[src/rtl/uart_rx_ctrl.sv]
// UART receive controller: 16x oversample tick generator with frame-boundary
// reconfiguration, frame tracking from the receiver's done flag, and a show-ahead byte FIFO.
module uart_rx_ctrl #(
  parameter int DIV_W       = 16,
  parameter int DEFAULT_DIV = 326,
  parameter int FIFO_DEPTH  = 8
) (
  input  logic                        P_CLK,
  input  logic                        reset,
  input  logic [DIV_W-1:0]            cfg_div,
  input  logic                        cfg_load,
  input  logic                        cfg_en,
  input  logic                        i_RX,
  output logic                        o_TICK,
  input  logic [7:0]                  i_RX_DATA,
  input  logic                        i_RX_DONE,
  output logic                        rx_valid,
  output logic [7:0]                  rx_data,
  input  logic                        rx_ready,
  output logic [$clog2(FIFO_DEPTH):0] fifo_count,
  output logic                        overrun,
  input  logic                        ovr_clr,
  output logic                        busy
);

  localparam int AW = $clog2(FIFO_DEPTH);
  localparam int CW = AW + 1;

  typedef enum logic [1:0] {OFF, RUN, PEND_CFG, PEND_OFF} state_t;

  state_t           state_reg;
  logic [DIV_W-1:0] div_reg;
  logic [DIV_W-1:0] pend_reg;
  logic [DIV_W-1:0] cnt_reg;
  logic             pend_valid_reg;
  logic             tick_reg;

  logic             rx_meta_reg, rx_sync_reg, rx_sync_d_reg;
  logic             done_d_reg;
  logic             busy_reg;

  logic [7:0]       mem_reg [FIFO_DEPTH];
  logic [AW-1:0]    wr_ptr_reg, rd_ptr_reg;
  logic [CW-1:0]    count_reg;
  logic             overrun_reg;

  logic             rx_fall, done_rise;
  logic             fifo_full, fifo_pop, fifo_push, fifo_drop;
  logic [DIV_W-1:0] pend_now;
  logic [DIV_W-1:0] en_div;

  // Divisor 0 behaves as 1, so both reload to 0 and tick every cycle.
  function automatic logic [DIV_W-1:0] reload_of(input logic [DIV_W-1:0] d);
    return (d == '0) ? '0 : d - DIV_W'(1);
  endfunction

  function automatic logic tick_of(input logic [DIV_W-1:0] d);
    return (d <= DIV_W'(1));
  endfunction

  assign rx_fall   = rx_sync_d_reg & ~rx_sync_reg;
  assign done_rise = i_RX_DONE & ~done_d_reg;
  assign pend_now  = cfg_load ? cfg_div : pend_reg;
  assign en_div    = cfg_load ? cfg_div : div_reg;

  always_ff @(posedge P_CLK or posedge reset) begin
    if (reset) begin
      state_reg      <= OFF;
      div_reg        <= DIV_W'(DEFAULT_DIV);
      pend_reg       <= '0;
      pend_valid_reg <= 1'b0;
      cnt_reg        <= '0;
      tick_reg       <= 1'b0;
    end else begin
      // Running countdown; state arms below override it on (re)load or stop.
      if (cnt_reg == '0) begin
        cnt_reg  <= reload_of(div_reg);
        tick_reg <= tick_of(div_reg);
      end else begin
        cnt_reg  <= cnt_reg - DIV_W'(1);
        tick_reg <= (cnt_reg == DIV_W'(1));
      end
      if (cfg_load) pend_reg <= cfg_div;

      case (state_reg)
        OFF: begin
          cnt_reg  <= '0;
          tick_reg <= 1'b0;
          if (cfg_load) div_reg <= cfg_div;
          if (cfg_en) begin
            state_reg <= RUN;
            cnt_reg   <= reload_of(en_div);
            tick_reg  <= tick_of(en_div);
          end
        end
        RUN: begin
          if (cfg_load) pend_valid_reg <= 1'b1;
          if (!cfg_en)       state_reg <= PEND_OFF;
          else if (cfg_load) state_reg <= PEND_CFG;
        end
        PEND_CFG: begin
          if (!cfg_en) begin
            state_reg <= PEND_OFF;
          end else if (!busy_reg) begin
            state_reg      <= RUN;
            div_reg        <= pend_now;
            cnt_reg        <= reload_of(pend_now);
            tick_reg       <= tick_of(pend_now);
            pend_valid_reg <= 1'b0;
          end
        end
        PEND_OFF: begin
          if (cfg_load) pend_valid_reg <= 1'b1;
          if (cfg_en) begin
            state_reg <= (pend_valid_reg || cfg_load) ? PEND_CFG : RUN;
          end else if (!busy_reg) begin
            state_reg      <= OFF;
            cnt_reg        <= '0;
            tick_reg       <= 1'b0;
            pend_valid_reg <= 1'b0;
            if (pend_valid_reg || cfg_load) div_reg <= pend_now;
          end
        end
        default: state_reg <= OFF;
      endcase
    end
  end

  // Line idles high, so the synchronizer resets to 1 to avoid a false start edge.
  always_ff @(posedge P_CLK or posedge reset) begin
    if (reset) begin
      rx_meta_reg   <= 1'b1;
      rx_sync_reg   <= 1'b1;
      rx_sync_d_reg <= 1'b1;
      done_d_reg    <= 1'b0;
      busy_reg      <= 1'b0;
    end else begin
      rx_meta_reg   <= i_RX;
      rx_sync_reg   <= rx_meta_reg;
      rx_sync_d_reg <= rx_sync_reg;
      done_d_reg    <= i_RX_DONE;
      if (done_rise)                          busy_reg <= 1'b0;
      else if (rx_fall && state_reg != OFF)   busy_reg <= 1'b1;
    end
  end

  assign fifo_full = (count_reg == CW'(FIFO_DEPTH));
  assign fifo_pop  = (count_reg != '0) && rx_ready;
  assign fifo_push = done_rise && (!fifo_full || fifo_pop);
  assign fifo_drop = done_rise && fifo_full && !fifo_pop;

  always_ff @(posedge P_CLK) begin
    if (fifo_push) mem_reg[wr_ptr_reg] <= i_RX_DATA;
  end

  always_ff @(posedge P_CLK or posedge reset) begin
    if (reset) begin
      wr_ptr_reg  <= '0;
      rd_ptr_reg  <= '0;
      count_reg   <= '0;
      overrun_reg <= 1'b0;
    end else begin
      if (fifo_push) wr_ptr_reg <= wr_ptr_reg + AW'(1);
      if (fifo_pop)  rd_ptr_reg <= rd_ptr_reg + AW'(1);
      count_reg <= count_reg + CW'(fifo_push) - CW'(fifo_pop);
      if (fifo_drop)    overrun_reg <= 1'b1;
      else if (ovr_clr) overrun_reg <= 1'b0;
    end
  end

  assign o_TICK     = tick_reg;
  assign busy       = busy_reg;
  assign rx_valid   = (count_reg != '0);
  assign rx_data    = rx_valid ? mem_reg[rd_ptr_reg] : 8'h00;
  assign fifo_count = count_reg;
  assign overrun    = overrun_reg;

endmodule

[config.mk]
export PLATFORM = sky130hd
export DESIGN_NAME = uart_rx_ctrl
export DESIGN_NICKNAME = d
export VERILOG_FILES = /design/src/rtl/uart_rx_ctrl.sv
export SDC_FILE = /design/constraint.sdc
export NUM_CORES = 1
export LEC_CHECK = 0
export BUFFER_PORTS_ARGS = -buffer_cell sky130_fd_sc_hd__buf_2
export CAP_MARGIN = 20
export CORE_MARGIN = 2
export CORE_UTILIZATION = 30
export DETAILED_ROUTE_END_ITERATION = 10
export GPL_ROUTABILITY_DRIVEN = 0
export HOLD_SLACK_MARGIN = 0.06
export PLACE_DENSITY = 0.53
export SLEW_MARGIN = 20
export SYNTH_ARGS = -nofsm -noshare
export SYNTH_HDL_FRONTEND = slang
export SYNTH_SLANG_ARGS = --single-unit
[constraint.sdc]
create_clock -name P_CLK -period 3.3 [get_ports P_CLK]
set_input_delay 0.165 -clock P_CLK [delete_from_list [all_inputs] [get_ports P_CLK]]
set_output_delay 0.165 -clock P_CLK [all_outputs]
set_load 0.05 [all_outputs]
After elaboration in Yosys (flattened, before gate mapping)
Memories as Yosys holds them, arrays and structs flattened.
Index checks and enable logic that the tools add are counted.
- register bits after elaboration: 68
- memory bits (writable): 64
- input bits: 32
- logic and storage cells: 115
- memories kept: 1
- memories (name ; depth ; bits a word ; read ports ; clocked after memory_dff ; wr ports ; RTL line ; RTL):
    mem_reg ; 8 ; 8 ; 1 ; 0 ; 1 ; 42 ; logic [7:0] mem_reg [FIFO_DEPTH];
- $add $sub $neg: 8
- magnitude comparators: 3
- eq/ne operators: 14
- multiplexer cells: 47
- bitwise logic cells: 4
- reductions and logical operators: 23
- operators with widths (operator ; number):
    2-to-1 mux 16 bit ; 16
    case mux 16 bit (3 select lines) ; 2
    zero test 16 bit ; 4
    subtractor 16 x 1 -> 16 bit (second input constant) ; 4
    less-or-equal comparator 16 x 1 -> 1 bit (second input constant) ; 3
    2-to-1 mux 1 bit ; 17
    == test 16 x 1 -> 1 bit (second input constant) ; 1
    2-to-1 mux 2 bit ; 8
    inequality test 2 bit (second input constant) ; 6
    inequality test 3 bit (second input constant) ; 3
    2-to-1 mux 8 bit ; 1
    case mux 2 bit (4 select lines) ; 1
    adder 3 x 1 -> 3 bit (second input constant) ; 2
    case mux 1 bit (3 select lines) ; 2
    AND reduction 6 bit ; 1
    nonzero test 2 bit ; 3
    nonzero test 3 bit ; 2
    logical AND 1 bit ; 5
    adder 4 x 1 -> 4 bit ; 1
    == test 2 bit (second input constant) ; 2
    == test 4 bit (second input constant) ; 1
    AND reduction 4 bit ; 1
    nonzero test 4 bit ; 1
    subtractor 4 x 1 -> 4 bit ; 1
    7 further kinds ; 11

Longest topological paths before layout
Gate-level depths: netlist (run 1).
- word-level depth: 6
- mapped depth: 16
- gate-level depth less buffers: 12

Worst setup path after synthesis (run 1)
OpenSTA, ideal clock, no wires.
- kind: input -> register
- start point: in cfg_load
- end point: reg cnt_reg[10]
- library setup time: 0.124 ns
- arrival time: 2.907 ns
- path slack: 0.269 ns
- cell stages on the path: 13
- path buffers: 6
- cell sequence: buf_2 -> buf_2 -> buf_2 -> buf_2 -> buf_2 -> buf_2 -> mux2i_1 -> ha_1 -> inv_1 -> nor3b_2 -> a31oi_2 -> a32o_1 -> a211o_1
- longest elaborated chain between the ends: 6
- ends and longest elaborated chain (what ; RTL line ; RTL):
    start: declaration ; 11 ; input logic cfg_load,
    2-to-1 mux 16 bit ; - ;
    subtractor 16 x 1 -> 16 bit / zero test 16 bit (equally long branches) ; 54 ; return (d == '0) ? '0 : d - DIV_W'(1);
    2-to-1 mux 16 bit ; 54 ;
    2-to-1 mux 16 bit ; 104 ; end else if (!busy_reg) begin
    2-to-1 mux 16 bit ; 102 ; if (!cfg_en) begin
    case mux 16 bit (3 select lines) * ; 85 ; case (state_reg)
    end signal: assignment ; 80 ; cnt_reg <= cnt_reg - DIV_W'(1);
    end signal: assignment ; 92 ; cnt_reg <= reload_of(en_div);
    end signal: assignment ; 107 ; cnt_reg <= reload_of(pend_now);
    end: declaration ; 34 ; logic [DIV_W-1:0] cnt_reg;
Mark *: on every way between the ends. The rest lies on a longest branch, timed or not.
A chain may end at the register's enable or synchronous reset.

Worst setup path in the final report (run 1)
- start point: reg cnt_reg[0]
- end point: reg cnt_reg[9]
- longest elaborated chain between the ends: 5
- ends and longest elaborated chain (what ; RTL line ; RTL):
    start signal: assignment ; 77 ; cnt_reg <= reload_of(div_reg);
    start signal: assignment ; 80 ;
    start signal: assignment ; 92 ;
    subtractor 16 x 1 -> 16 bit / zero test 16 bit (equally long branches) ; 80, 76 ;
    2-to-1 mux 16 bit * ; 76 ; if (cnt_reg == '0) begin
    2-to-1 mux 16 bit (on tied branches) ; 116, 104 ;
    2-to-1 mux 16 bit (on tied branches) ; 114, 102 ;
    case mux 16 bit (3 select lines) * ; 85 ;
Marks and branches as above.

==> reports/summary.txt, run 1 <==
outcome: complete, no violations
CTS clock-pin slew for the worst setup and hold paths: 0.06 ns
Post-DRT Antenna Nets: 0
Post-Synth Adder-Cell Area: 3.246%
ranking of synthesized cells by area: edfxtp_1, dfrtp_1, mux4_2
Overall Global Routing Usage: 15.57%
CTS Hold Bufs: 15
Startpoint Class: flop
met1 Use GR: 22.27%
Area Overhead vs Synth: 18.93%
chip height: 162.7 µm
EDFF count, synth: 64
CP Data Required Time: 3.63 ns
largest family of logic cells by synthesized area: simple AND/OR/NAND/NOR gates
Reg2Reg Setup Slack: 0.56 ns
clk buf depth: 2
M2 GR Usage: 24.21%
CP arrival: 3.07 ns
nets: 815
register area share after synthesis: 48.08%
Post-Synth Simple-Gate Area: 17.19%
number of clock sinks: 132
CP Capture Type: flop
# rows: 58
crit-path max FO: 14
top cell type by total area after synthesis: edfxtp_1
vias in the first global route: 5508
CTS tree: built
first-pass GRT wire length: 31710 µm
Max Freq: 364.8 MHz
Synth Flop Type: edfxtp_1
Max-Cap Viols: 0
Synth warnings: 0
final hold vios: 0
gr busiest metal: met2
Filler Cells Inserted: 2503
Worst-Skew Late Latency: 0.42 ns
via/cell ratio: 5.068
worst hold slack: 0.08138 ns
Synth top area share: 25.44%
skew final: 0.01042 ns
Syn Area/Cell: 10.79 µm²
port bufs: 47
final wirelength: 19690 µm
slew margin rel.: 43.71%
Largest register FFs: 64
die area: 26470 µm²
Post-Synth XOR/XNOR Area: 5.333%
Tcrit/Tclk final: 83.08%
synthesized flop and latch total: 132
met3 GRT Util: 3.030%
Post-CTS Setup Inserts: 0
Congestion Overflow GR: 0
routed len/inst: 17.77 µm
min Tclk post-route: 2.741 ns
Via Count: 5615
pin count of the biggest net entering global routing: 33
setup_tns: 0 ns
initial antenna violation count: 1
Die Wd: 162.7 µm
clock root buffer: clkbuf_16
setup repair after global routing missed its margin: no
H-tree depth: 4
core area: 24960 µm²
Cell variety after synth: 73
Synth top cells by count: edfxtp_1, dfrtp_1, nor2_1
Post-Syn Area: 7555 µm²
I/O pin count: 48
PD cells: 856.6 nW/µm²
fin. max-slew vios: 0
1st-pass router iterations: 5
layout cells sized above 1: 22.01%
FFs w/ async S/R, synth: 51.52%
hold crit path type: in2reg
mux cell area share after synthesis: 9.639%
net count after synthesis: 751
starting density of the core: 30.26%
count leader, synth: edfxtp_1
hpwl dp: 14100 µm
post-CTS sizing: 0
Gate Count Post-Synth: 700
Peak VDD IR: 0.0005069 V
Final setup violation count: 0
number of CTS-inserted buffers: 17
post-synthesis compound-gate area fraction: 12.29%
slew at the pin closest to its max-slew limit: 0.8412 ns
DRC: 0
Lkg Pwr: 0.003492 µW
DRT iter0 DRCs: 416
critical path class: reg2reg
-- critical path, cell delays in order, from the launching register on --
cell	delay (ns)
dfrtp_1	0.43
inv_1	0.08
ha_1	0.33
nor2b_1	0.17
nand4_1	0.21
or3_1	0.62
nor3_1	0.56
a22oi_1	0.13
o211ai_1	0.12
-- where the power goes --
group / switching [µW] / internal, µW
logic: 1860 / 1210
registers: 526 / 2110
clock network: 830 / 1170
-- cells by family (layout without fill, tap and decap cells) --
kind of cell / count (synthesis) / in the layout
and+or+nand+nor: 240 / 240
DFF: 132 / 132
other: 0 / 1
muxes: 51 / 51
adders and majority gates: 19 / 19
buffers and inverters: 74 / 151
AOI/OAI and AO/OA: 138 / 138
xor gates and xnor gates: 46 / 46
-- placed cells by master (no fill, tap or decap), drive strengths merged, types with 4 or more instances in the layout --
cell type and count:
dlygate4sd3 15, a211o 4, or2 6, inv 41, dfrtp 61, nor2b 9, a31oi 6, nor3 34
or3b 7, xor2 20, a22oi 12, nand2 46, mux2i 21, dfstp 7, nand4 5, or4 4
nor4 11, o221ai 5, nand3 17, mux2 14, nand2b 9, buf 73, edfxtp 64, a21oi 25
ha 18, and3 8, clkbuf 17, a21o 7, nand3b 4, o21ai 42, o211ai 13, xnor2 26
nor2 48, mux4 16, or3 11, nor3b 10
-- cell type report --
class / instances / area, µm² / share of cell area, %
repair buffers: 88 / 580.6 / 6.461
well taps: 330 / 412.9 / 4.595
clock buffers: 17 / 425.4 / 4.735
multi-input cells: 494 / 3616 / 40.25
flip-flops and latches: 132 / 3632 / 40.43
inverters: 31 / 116.4 / 1.295
clock inverters: 15 / 198.9 / 2.214
diodes: 1 / 2.502 / 0.02785
-- routing by layer --
| metal | part of all wire, % | vias to the layer above |
|---|---|---|
| met1 | 48 | 2744 |
| met5 | 0 | - |
| met2 | 46 | 133 |
| li1 | - | 2724 |
| met3 | 5.0 | 14 |
| met4 | 0.88 | 0 |
-- through the flow --
stage | util (%) | total power, µW | worst slack [ns] | std cells | cell area, µm²
floorplan | - | 4862 | 0.2689 | 700 | 7555
global placement | 32.88 | 5715 | 0.5858 | 1060 | 8208
detailed placement | 32.88 | 5707 | 0.5653 | 1060 | 8208
CTS | 35.98 | 7763 | 0.5327 | 1107 | 8982
global route | 35.98 | 8184 | 0.3218 | 1107 | 8982
finish | 35.99 | 7697 | 0.5585 | 1108 | 8985
-- worst paths after layout --
| path | startpoint | to | cells after the start |
|---|---|---|---|
| setup / recovery | cnt_reg[0] | cnt_reg[9] | 8 |
| hold / removal | rx_ready | rd_ptr_reg[0] | 3 |
| setup reg to reg | cnt_reg[0] | cnt_reg[9] | 8 |
| hold reg to reg | rx_meta_reg | rx_sync_reg | 0 |
| max in group asynchronous | reset | div_reg[1] | 4 |
| min in group asynchronous | reset | pend_reg[15] | 3 |
Power figures use the tool's default switching activity.
==> run 2: changes to the inputs <==
==> constraint.sdc (replaced) <==
create_clock -name P_CLK -period 2.65 [get_ports P_CLK]
set_input_delay 0.1325 -clock P_CLK [delete_from_list [all_inputs] [get_ports P_CLK]]
set_output_delay 0.1325 -clock P_CLK [all_outputs]
set_load 0.05 [all_outputs]
==> run 2 against run 1 <==
Net effect: routed wire length grew 3.7%; first-iteration DRC count grew 1.2%; cell area grew 2.5%; critical path type is now in2reg; final cell count grew 1.7%; core utilization grew 0.91 points; via count grew 2.4%; power grew 28%; worst setup slack lost 0.42 ns; critical path depth grew 1; highest routed layer is now met5.
==> reports/summary.txt, run 2 (synthesized netlist as in run 1, its figures left out) <==
CP Capture Type: flop
die area: 26470 µm² (unchanged)
starting density of the core: 30.26% (unchanged)
nets: 835 (+2.5%)
CTS clock-pin slew for the worst setup and hold paths: 0.06 ns (about the same)
setup repair after global routing missed its margin: no
Worst-Skew Late Latency: 0.42 ns (about the same)
port bufs: 47 (unchanged)
Max-Cap Viols: 0 (unchanged)
clk buf depth: 2 (unchanged)
DRC: 0 (unchanged)
initial antenna violation count: 1 (unchanged)
CTS tree: built
hold crit path type: in2reg
Die Wd: 162.7 µm (unchanged)
slew margin rel.: 35.63% (-8.1 points)
chip height: 162.7 µm (unchanged)
PD cells: 1066 nW/µm² (+24%)
pin count of the biggest net entering global routing: 61 (+85%)
final wirelength: 20430 µm (+3.7%)
Congestion Overflow GR: 0 (unchanged)
H-tree depth: 4 (unchanged)
skew final: 0.01320 ns (+0.002779 ns)
routed len/inst: 18.12 µm (+2.0%)
vias in the first global route: 5543 (+0.64%)
Peak VDD IR: 0.0006570 V (+30%)
number of CTS-inserted buffers: 17 (unchanged)
Overall Global Routing Usage: 15.83% (+0.26 points)
post-CTS sizing: 0 (unchanged)
Finished Cell Area: 9211 µm² (+2.5%)
Inst Count DP: 1081 (+2.0%)
Post-DRT Antenna Nets: 0 (unchanged)
Lkg Pwr: 0.003602 µW (+3.1%)
number of clock sinks: 132 (unchanged)
clock root buffer: clkbuf_16
Tcrit/Tclk final: 94.78%
Area Overhead vs Synth: 21.93%
# rows: 58 (unchanged)
dpl cell area: 8442 µm² (+2.9%)
core area: 24960 µm² (unchanged)
Largest register FFs: 64 (unchanged)
DRT iter0 DRCs: 421 (+1.2%)
Max Freq: 398.1 MHz
most frequent cells in the layout: edfxtp_1, dfrtp_1, nor2_1, buf_2, nand2_1
crit-path max FO: 6 (-8)
Worst Hold Depth: 3 (unchanged)
via/cell ratio: 5.099 (+0.63%)
Final setup violation count: 0 (unchanged)
Tot Pwr: 9817 µW (+28%)
outcome: complete, no violations
Filler Cells Inserted: 2476 (-1.1%)
commonest non-fill, non-tap cell in the layout: edfxtp_1
min Tclk post-route: 2.512 ns
final non-filler cell total: 1127 (+1.7%)
hpwl dp: 14570 µm (+3.3%)
slew at the pin closest to its max-slew limit: 0.9620 ns (+0.1207 ns)
antenna diode count: 0 (-1)
1st-pass router iterations: 5 (unchanged)
first-pass GRT wire length: 31960 µm (+0.80%)
Startpoint Class: input pin
Via Count: 5747 (+2.4%)
fin. max-slew vios: 0 (unchanged)
layout cells sized above 1: 25.09% (+3.1 points)
reg2reg path depth: 6 (-2)
final hold vios: 0 (unchanged)
CP arrival: 2.80 ns (-0.27 ns)
I/O pin count: 48 (unchanged)
critical path class: in2reg
CP Data Required Time: 2.94 ns (-0.69 ns)
==> run 2: cell types whose count changed in the layout (fill, tap and decap cells not counted), sizes merged <==
cell | before | now
buf | 73 | 94
clkinv | 3 | 6
diode | 1 | 0
dlygate4sd3 | 15 | 14
inv | 41 | 38
==> run 2: worst max-delay path: stages <==
cell and delay, ns:
dlygate4sd3_1 0.53, buf_2 0.16, or4b_2 0.68, o2bb2a_1 0.32
nor3b_4 0.28, a31oi_4 0.16, buf_4 0.22, a22oi_1 0.20
o211ai_1 0.11
==> run 2: final timing paths <==
path                                  start       endpoint  slack (ns)
worst max-delay path            cfg_div[10]     cnt_reg[9]        0.14
worst min-delay path            cfg_div[15]    div_reg[15]        0.07
worst max register to register   cnt_reg[3]     cnt_reg[9]        0.16
worst min register to register  rx_meta_reg    rx_sync_reg        0.36
max in group asynchronous             reset     div_reg[8]        1.85
min in group asynchronous             reset  fifo_count[1]        0.18
==> run 2: layout make-up <==
type                            instances  area [µm²]  area share (%)
Clock inverter                         15       203.9           2.214
Timing Repair Buffer                  108       753.2           8.177
Inverter                               31       117.6           1.277
Tap cell                              330       412.9           4.482
Sequential cell                       132        3637           39.49
Multi-Input combinational cell        494        3661           39.74
Clock buffer                           17       425.4           4.618
==> run 2: stage by stage <==
step	setup WS [ns]	hold slack (ns)	setup TNS (ns)	util (%)
global placement	0.1658	0.04520	0	33.82
detailed placement	0.2069	0.04699	0	33.82
global route	0.02985	0.08546	0	36.90
finish	0.1384	0.06892	0	36.90
floorplan	-0.001447	0.1370	-0.001447	-
CTS	0.1728	0.06308	0	36.90
==> run 2: report_power, final <==
| group | switching (µW) | leakage (µW) | internal [µW] |
|---|---|---|---|
| sequential | 522 | 0.00139 | 2630 |
| combinational | 2490 | 0.00190 | 1660 |
| clock | 1070 | 0.000310 | 1450 |
| total | 4080 | 0.00360 | 5740 |
==> run 2: metal layers <==
metal	vias up	share of wire [%]	GRT usage (%)
li1	2759	-	-
met1	2817	48	22.90
met2	148	46	24.48
met3	21	4.8	2.878
met4	2	1.4	4.063
met5	-	0.034	0
==> run 2: timing repair <==
action | CTS | global route
hold endpoints to repair | 130 | 0
hold buffers | 14 | 0
buffers inserted | 0 | 0
